## src/rtl/fir_ntap_serial_mac_pkg.sv

```systemverilog
// fir_ntap_serial_mac_pkg
// Shared definitions for the serial-MAC FIR filter: the controller state
// encoding and a constant-evaluable ceil(log2) used to size the tap index.
// No ports; imported by fir_ntap_serial_mac and fir_mac_unit.
package fir_ntap_serial_mac_pkg;

  typedef enum logic [1:0] {
    ST_IDLE = 2'd0,
    ST_MAC  = 2'd1,
    ST_DONE = 2'd2
  } state_e;

  // Smallest n with 2**n >= value; returns 0 for value <= 1.
  function automatic int clog2(input int value);
    int result;
    int v;
    result = 0;
    v = value - 1;
    while (v > 0) begin
      result = result + 1;
      v = v >> 1;
    end
    return result;
  endfunction

endpackage

```

## src/rtl/fir_ntap_serial_mac_mac_unit.sv

```systemverilog
// fir_mac_unit
// Signed multiply-accumulate register used by the serial FIR filter.
// Ports:
//   clk, reset_n : clock and asynchronous active-low reset
//   clr          : load zero into the accumulator (wins over en)
//   en           : add a*b into the accumulator
//   a, b         : signed sample and coefficient operands
//   acc          : registered accumulator value
module fir_mac_unit #(
  parameter int DATA_WIDTH  = 16,
  parameter int COEFF_WIDTH = 16,
  parameter int ACC_W       = 35
) (
  input  logic                          clk,
  input  logic                          reset_n,
  input  logic                          clr,
  input  logic                          en,
  input  logic signed [DATA_WIDTH-1:0]  a,
  input  logic signed [COEFF_WIDTH-1:0] b,
  output logic signed [ACC_W-1:0]       acc
);

  localparam int PROD_W = DATA_WIDTH + COEFF_WIDTH;

  logic signed [PROD_W-1:0] prod;
  logic signed [ACC_W-1:0]  acc_d;
  logic signed [ACC_W-1:0]  acc_q;

  // Operands are widened to the full product width before multiplying so
  // the product is exact; it is then sign-extended into the accumulator.
  always_comb begin
    prod  = PROD_W'(a) * PROD_W'(b);
    acc_d = acc_q;
    if (clr) begin
      acc_d = '0;
    end else if (en) begin
      acc_d = acc_q + ACC_W'(prod);
    end
  end

  always_ff @(posedge clk or negedge reset_n) begin
    if (!reset_n) begin
      acc_q <= '0;
    end else begin
      acc_q <= acc_d;
    end
  end

  assign acc = acc_q;

endmodule

```

## src/rtl/fir_ntap_serial_mac.sv

```systemverilog
// fir_ntap_serial_mac
// N-tap direct-form FIR filter evaluated one tap per cycle on a single MAC.
// Coefficients are written into a shadow bank at any time and copied to the
// active bank when a sample is accepted, so a running computation never sees
// a half-updated coefficient set.
// Ports:
//   clk, reset_n  : clock and asynchronous active-low reset
//   i_data        : signed input sample, taken when i_data_valid & o_data_ready
//   i_data_valid  : sample present
//   o_data_ready  : high only while idle
//   i_coeff_we    : write i_coeff_data into shadow tap i_coeff_addr
//   i_coeff_addr  : tap index; indices >= NUM_TAPS are dropped
//   i_coeff_data  : signed coefficient
//   o_data_sum    : rounded (optionally saturated) filter output, registered
//   o_data_valid  : one-cycle pulse when o_data_sum is updated
module fir_ntap_serial_mac
  import fir_ntap_serial_mac_pkg::*;
#(
  parameter int DATA_WIDTH           = 16,
  parameter int COEFF_WIDTH          = 16,
  parameter int COEFF_FRACTION_WIDTH = 15,
  parameter int NUM_TAPS             = 8,
  parameter int SATURATE             = 0,
  localparam int AW    = clog2(NUM_TAPS),
  localparam int ACC_W = DATA_WIDTH + COEFF_WIDTH + AW,
  localparam int OUT_W = DATA_WIDTH + COEFF_WIDTH - COEFF_FRACTION_WIDTH + AW
) (
  input  logic                          clk,
  input  logic                          reset_n,
  input  logic signed [DATA_WIDTH-1:0]  i_data,
  input  logic                          i_data_valid,
  output logic                          o_data_ready,
  input  logic                          i_coeff_we,
  input  logic [AW-1:0]                 i_coeff_addr,
  input  logic signed [COEFF_WIDTH-1:0] i_coeff_data,
  output logic signed [OUT_W-1:0]       o_data_sum,
  output logic                          o_data_valid
);

  localparam int F = COEFF_FRACTION_WIDTH;
  localparam logic [AW-1:0] LAST_IDX  = AW'(NUM_TAPS - 1);
  localparam logic [AW:0]   TAP_COUNT = (AW + 1)'(NUM_TAPS);
  localparam logic signed [ACC_W-1:0] ROUND_K = ACC_W'(1) << (F - 1);
  localparam logic signed [OUT_W-1:0] SAT_MAX = OUT_W'((64'sd1 <<< (DATA_WIDTH - 1)) - 64'sd1);
  localparam logic signed [OUT_W-1:0] SAT_MIN = OUT_W'(-(64'sd1 <<< (DATA_WIDTH - 1)));

  state_e state_q, state_d;

  logic [AW-1:0] idx_q, idx_d;
  logic signed [DATA_WIDTH-1:0]  x_q      [NUM_TAPS];
  logic signed [DATA_WIDTH-1:0]  x_d      [NUM_TAPS];
  logic signed [COEFF_WIDTH-1:0] shadow_q [NUM_TAPS];
  logic signed [COEFF_WIDTH-1:0] shadow_d [NUM_TAPS];
  logic signed [COEFF_WIDTH-1:0] active_q [NUM_TAPS];
  logic signed [COEFF_WIDTH-1:0] active_d [NUM_TAPS];
  logic signed [OUT_W-1:0] sum_q, sum_d;
  logic valid_q, valid_d;

  logic ready;
  logic accept;
  logic mac_en;
  logic signed [DATA_WIDTH-1:0]  mac_a;
  logic signed [COEFF_WIDTH-1:0] mac_b;
  logic signed [ACC_W-1:0]       acc;
  logic signed [ACC_W-1:0]       rounded_full;
  logic signed [OUT_W-1:0]       rounded;
  logic                          unused_round_bits;

  // FSM state register
  always_ff @(posedge clk or negedge reset_n) begin
    if (!reset_n) begin
      state_q <= ST_IDLE;
    end else begin
      state_q <= state_d;
    end
  end

  // FSM next-state logic
  always_comb begin
    state_d = state_q;
    case (state_q)
      ST_IDLE: if (i_data_valid) state_d = ST_MAC;
      ST_MAC:  if (idx_q == LAST_IDX) state_d = ST_DONE;
      ST_DONE: state_d = ST_IDLE;
      default: state_d = ST_IDLE;
    endcase
  end

  // FSM outputs; ready is a pure state decode so it is high during reset
  always_comb begin
    ready  = (state_q == ST_IDLE);
    accept = ready && i_data_valid;
    mac_en = (state_q == ST_MAC);
  end

  assign o_data_ready = ready;

  // Delay line, coefficient banks and tap index. The active bank copies the
  // shadow *register* contents, so a write landing on the accept edge only
  // reaches the shadow bank and is picked up by the following sample.
  always_comb begin
    idx_d    = idx_q;
    x_d      = x_q;
    shadow_d = shadow_q;
    active_d = active_q;
    if (accept) begin
      x_d[0] = i_data;
      for (int k = 1; k < NUM_TAPS; k++) begin
        x_d[k] = x_q[k-1];
      end
      active_d = shadow_q;
      idx_d    = '0;
    end else if (mac_en && (idx_q != LAST_IDX)) begin
      idx_d = idx_q + AW'(1);
    end
    if (i_coeff_we && ({1'b0, i_coeff_addr} < TAP_COUNT)) begin
      shadow_d[i_coeff_addr] = i_coeff_data;
    end
  end

  assign mac_a = x_q[idx_q];
  assign mac_b = active_q[idx_q];

  fir_mac_unit #(
    .DATA_WIDTH  (DATA_WIDTH),
    .COEFF_WIDTH (COEFF_WIDTH),
    .ACC_W       (ACC_W)
  ) u_mac (
    .clk     (clk),
    .reset_n (reset_n),
    .clr     (accept),
    .en      (mac_en),
    .a       (mac_a),
    .b       (mac_b),
    .acc     (acc)
  );

  // Round half up, then drop the F fraction bits; ACC_W-F equals OUT_W so
  // taking the upper slice is an exact arithmetic shift.
  assign rounded_full      = acc + ROUND_K;
  assign rounded           = rounded_full[ACC_W-1:F];
  assign unused_round_bits = ^rounded_full[F-1:0];

  // Output register: loaded only in DONE, with a matching one-cycle pulse
  always_comb begin
    sum_d   = sum_q;
    valid_d = 1'b0;
    if (state_q == ST_DONE) begin
      valid_d = 1'b1;
      sum_d   = rounded;
      if (SATURATE != 0) begin
        if (rounded > SAT_MAX) begin
          sum_d = SAT_MAX;
        end else if (rounded < SAT_MIN) begin
          sum_d = SAT_MIN;
        end
      end
    end
  end

  always_ff @(posedge clk or negedge reset_n) begin
    if (!reset_n) begin
      idx_q    <= '0;
      x_q      <= '{default: '0};
      shadow_q <= '{default: '0};
      active_q <= '{default: '0};
      sum_q    <= '0;
      valid_q  <= 1'b0;
    end else begin
      idx_q    <= idx_d;
      x_q      <= x_d;
      shadow_q <= shadow_d;
      active_q <= active_d;
      sum_q    <= sum_d;
      valid_q  <= valid_d;
    end
  end

  assign o_data_sum   = sum_q;
  assign o_data_valid = valid_q;

endmodule

```

## config.mk

```make
export PLATFORM = sky130hd
export DESIGN_NAME = fir_ntap_serial_mac
export DESIGN_NICKNAME = d
export VERILOG_FILES = /design/src/rtl/fir_ntap_serial_mac_pkg.sv /design/src/rtl/fir_ntap_serial_mac_mac_unit.sv /design/src/rtl/fir_ntap_serial_mac.sv
export SDC_FILE = /design/constraint.sdc
export NUM_CORES = 1
export LEC_CHECK = 0
export CORE_UTILIZATION = 64
export CTS_CLUSTER_DIAMETER = 40
export DETAILED_ROUTE_END_ITERATION = 7
export PLACE_DENSITY = 0.82
export SLEW_MARGIN = 20
export SYNTH_ARGS = -nofsm -noshare
export SYNTH_HDL_FRONTEND = slang
export SYNTH_HIERARCHICAL = 1
export SYNTH_SLANG_ARGS = --single-unit
```

## constraint.sdc

```tcl
create_clock -name clk -period 9.68 [get_ports clk]
set_input_delay 1.936 -clock clk [delete_from_list [all_inputs] [get_ports clk]]
set_output_delay 1.936 -clock clk [all_outputs]
set_load 0.01 [all_outputs]
```

==> summary.md <==
| Metric | Value |
|---|---|
| Clock skew | 0.0793 ns |
| Area Overhead vs Synth | 10.5% |
| Unrepaired setup endpoints after global routing | false |
| Post-synth net total | 2909 |
| Wirelength, routed | 65500 um |
| CTS Hold Buffers Added | 0 |
| Largest family of logic cells by synthesized area | adder cells |
| Via/cell ratio | 5.91 |
| First DRT Iteration DRCs | 1070 |
| Hold Path Origin | o_data_sum[13] |
| Final Wtd Congestion | 0.918 |
| RR Endpoint | u_mac/acc[33] |
| Die width | 220 um |
| Synthesized area per cell | 12.4 um2 |
| Buffers on Ports | 60 |
| Clk sinks | 445 |
| Ys async rst share | 100% |
| Largest net degree at the start of global routing | 194 |
| Setup violators final | 0 |
| Core ar. | 46700 um2 |
| Synth Warn # | 6 |
| Fmax | 0.120 GHz |
| Crit Path Class | reg -> reg |
| Row count | 79 |
| CP Launch Type | flop |
| Path depth of the worst reg2reg path | 23 |
| Commonest non-fill, non-tap cell in the layout | dfrtp_1 |
| Global router's overall resource usage | 28.9% |
| Die Area | 48300 um2 |
| Total CTS buffers | 59 |
| Relative slew slack | 28.2% |
| TNS Setup | 0 ns |
| EDFF count, synth | 0 |
| Vias in the first global route | 20660 |
| Synth Area in Compound Gates | 3.13% |
| Status | finished, violations left |
| Filler cells | 3005 |
| Sequential area share after synthesis | 36.7% |
| IO Pins | 61 |
| Clock transition at the registers of the reported paths | 0.05 ns |
| Worst EP required | 10.15 ns |
| Critical R2R Launch | idx_q[0] |
| Hold Path Class | reg -> reg |
| Post-route ant nets | 0 |
| Cell Area, Synth | 30400 um2 |
| Clock latency on the worst-skew pair | 0.65 ns |
| Final core utilization | 71.9% |
| Post-DR wirelength/cell | 20.8 um |
| Yosys cell types | 73 |
| Most frequent cells in the layout | dfrtp_1, mux2_2, inv_1 |
| CP max FO | 44 |
| Htree depth | 2 |
| Xor-xnor portion of the synthesized cell area | 1.21% |
| Post-route DRC | 3 |
| Worst hold path cell count | 2 |
| Slew Viols, Final | 0 |
| Flops & latches, synth | 445 |
| Initial antenna violation count | 0 |
| Post-synthesis mux area share | 20.8% |
| CTS tree | done |
| Adder-cell share of the synthesized area | 24.8% |
| Worst-Margin Slew | 1.08 ns |
| Final hold vios | 0 |
| Crit path DAT | 8.83 ns |
| Antenna Cells | 0 |
| DRT Pass-1 Iters | 7 |
| Post_cts resized | 0 |
| Share of cells above drive strength 1 | 25.0% |
| R2R Setup Slk | 1.33 ns |
| Dpl hpwl | 45100 um |
| Starting Density | 65.1% |
| Final nets | 2947 |
| Die span in y | 220 um |
| Final Critical Period | 8.35 ns |
| Top_reg_cell synth | dfrtp_1 |
| Total number of vias | 18600 |
| CTS Buffer Depth | 3 |
| Ratio of final minimum period to clock period | 86.3% |
| First-pass GRT wire length | 109000 um |
| Setup bufs post-CTS | 0 |
| Nature of the critical path endpoint | flop |
| Total of max-cap violations | 0 |
| Min-Delay Endpoint | o_data_sum[13] |
| Failing checks | design-rule violations |
| CTS Root Buffer Type | clkbuf_16 |
| Syn Inst Count | 2453 |
| Post-synthesis simple-gate area fraction | 7.23% |
| Overflow after GRT | 0 |
[worst max-delay path, stage by stage (launching register included)]
cell,delay [ns]
dfrtp_4,1.00
buf_4,0.41
mux4_2,0.54
mux2_2,0.45
and2_1,0.26
inv_1,0.08
fa_1,0.45
inv_1,0.09
fa_1,0.60
fa_1,0.54
fa_1,0.50
fa_1,0.50
inv_1,0.05
fa_1,0.48
inv_1,0.05
ha_1,0.37
a21oi_1,0.22
a21oi_1,0.14
a311oi_1,0.28
o31ai_1,0.11
o21ai_1,0.30
o21ai_1,0.19
a31o_1,0.25
a221o_1,0.28
[cells by family (layout without fill, tap and decap cells)]
| group | after synthesis | after routing |
|---|---|---|
| multiplexers | 498 | 498 |
| buffers and inverters | 476 | 565 |
| flip-flops | 445 | 445 |
| AND/OR/NAND/NOR | 433 | 433 |
| adder cells (fa/ha/maj) | 417 | 417 |
| AO/OA/AOI/OAI | 142 | 142 |
| XOR/XNOR | 42 | 42 |
[state kept, by name, summed over array words and instances, names as in the netlist]
name,cells
active_q,128
shadow_q,128
x_q,128
u_mac/acc,35
o_data_sum,20
idx_q,3
state_q,2
o_data_valid,1
[metrics by stage]
stage	hold WS, ns	setup slack (ns)	cells	instance area [um2]
floorplan	0.466	2.21	2453	30400
global placement	0.459	1.48	3037	31500
detailed placement	0.464	1.36	3037	31500
CTS	0.484	1.32	3149	33600
global route	0.493	0.910	3149	33600
finish	0.479	1.33	3149	33600
[per-layer routing]
metal  GRT usage (%)  routed length [um]  share of wire, %
met5               0                   0                 0
met4            9.20                1740               2.7
met1            38.8               27600                42
met3            4.47                3230               4.9
met2            48.8               33000                50
[area by class of cell]
type	count	area (um2)	share of cell area [%]
Multi-Input combinational cell	1532	17400	51.8
Clock inverter	45	542	1.61
Clock buffer	67	1560	4.64
Inverter	369	1390	4.13
Tap cell	607	759	2.26
Sequential cell	445	11100	33.2
Timing Repair Buffer	84	806	2.40
[Yosys cell counts, types with 14 or more instances]
master    instances  share of area (%)
nor2_1           65               0.80
o21ai_0          27               0.44
nand2_1         163                2.0
mux4_2           64                4.7
inv_1           368                4.5
a21oi_1          34               0.56
nand3_1          14               0.23
xnor2_1          33               0.95
and2_1          125                2.6
clkbuf_1         61               0.75
mux2i_1          17               0.56
fa_1            310                 20
buf_2            34               0.56
mux2_2          417                 15
dfrtp_1         445                 37
ha_1            107                4.4
[worst max path at each step]
stage,startpoint,end,slack [ns]
after floorplan,idx_q[0],u_mac/acc[33],2.21
after global placement,idx_q[0],u_mac/acc[33],1.48
after detailed placement,idx_q[0],u_mac/acc[33],1.36
after CTS,idx_q[0],u_mac/acc[33],1.32
after global routing,idx_q[0],u_mac/acc[33],0.91
final,idx_q[0],u_mac/acc[33],1.33
Power is left out: the tool's default activity adds up to more than one toggle a clock period on the data nets, which glitch-free logic cannot reach.
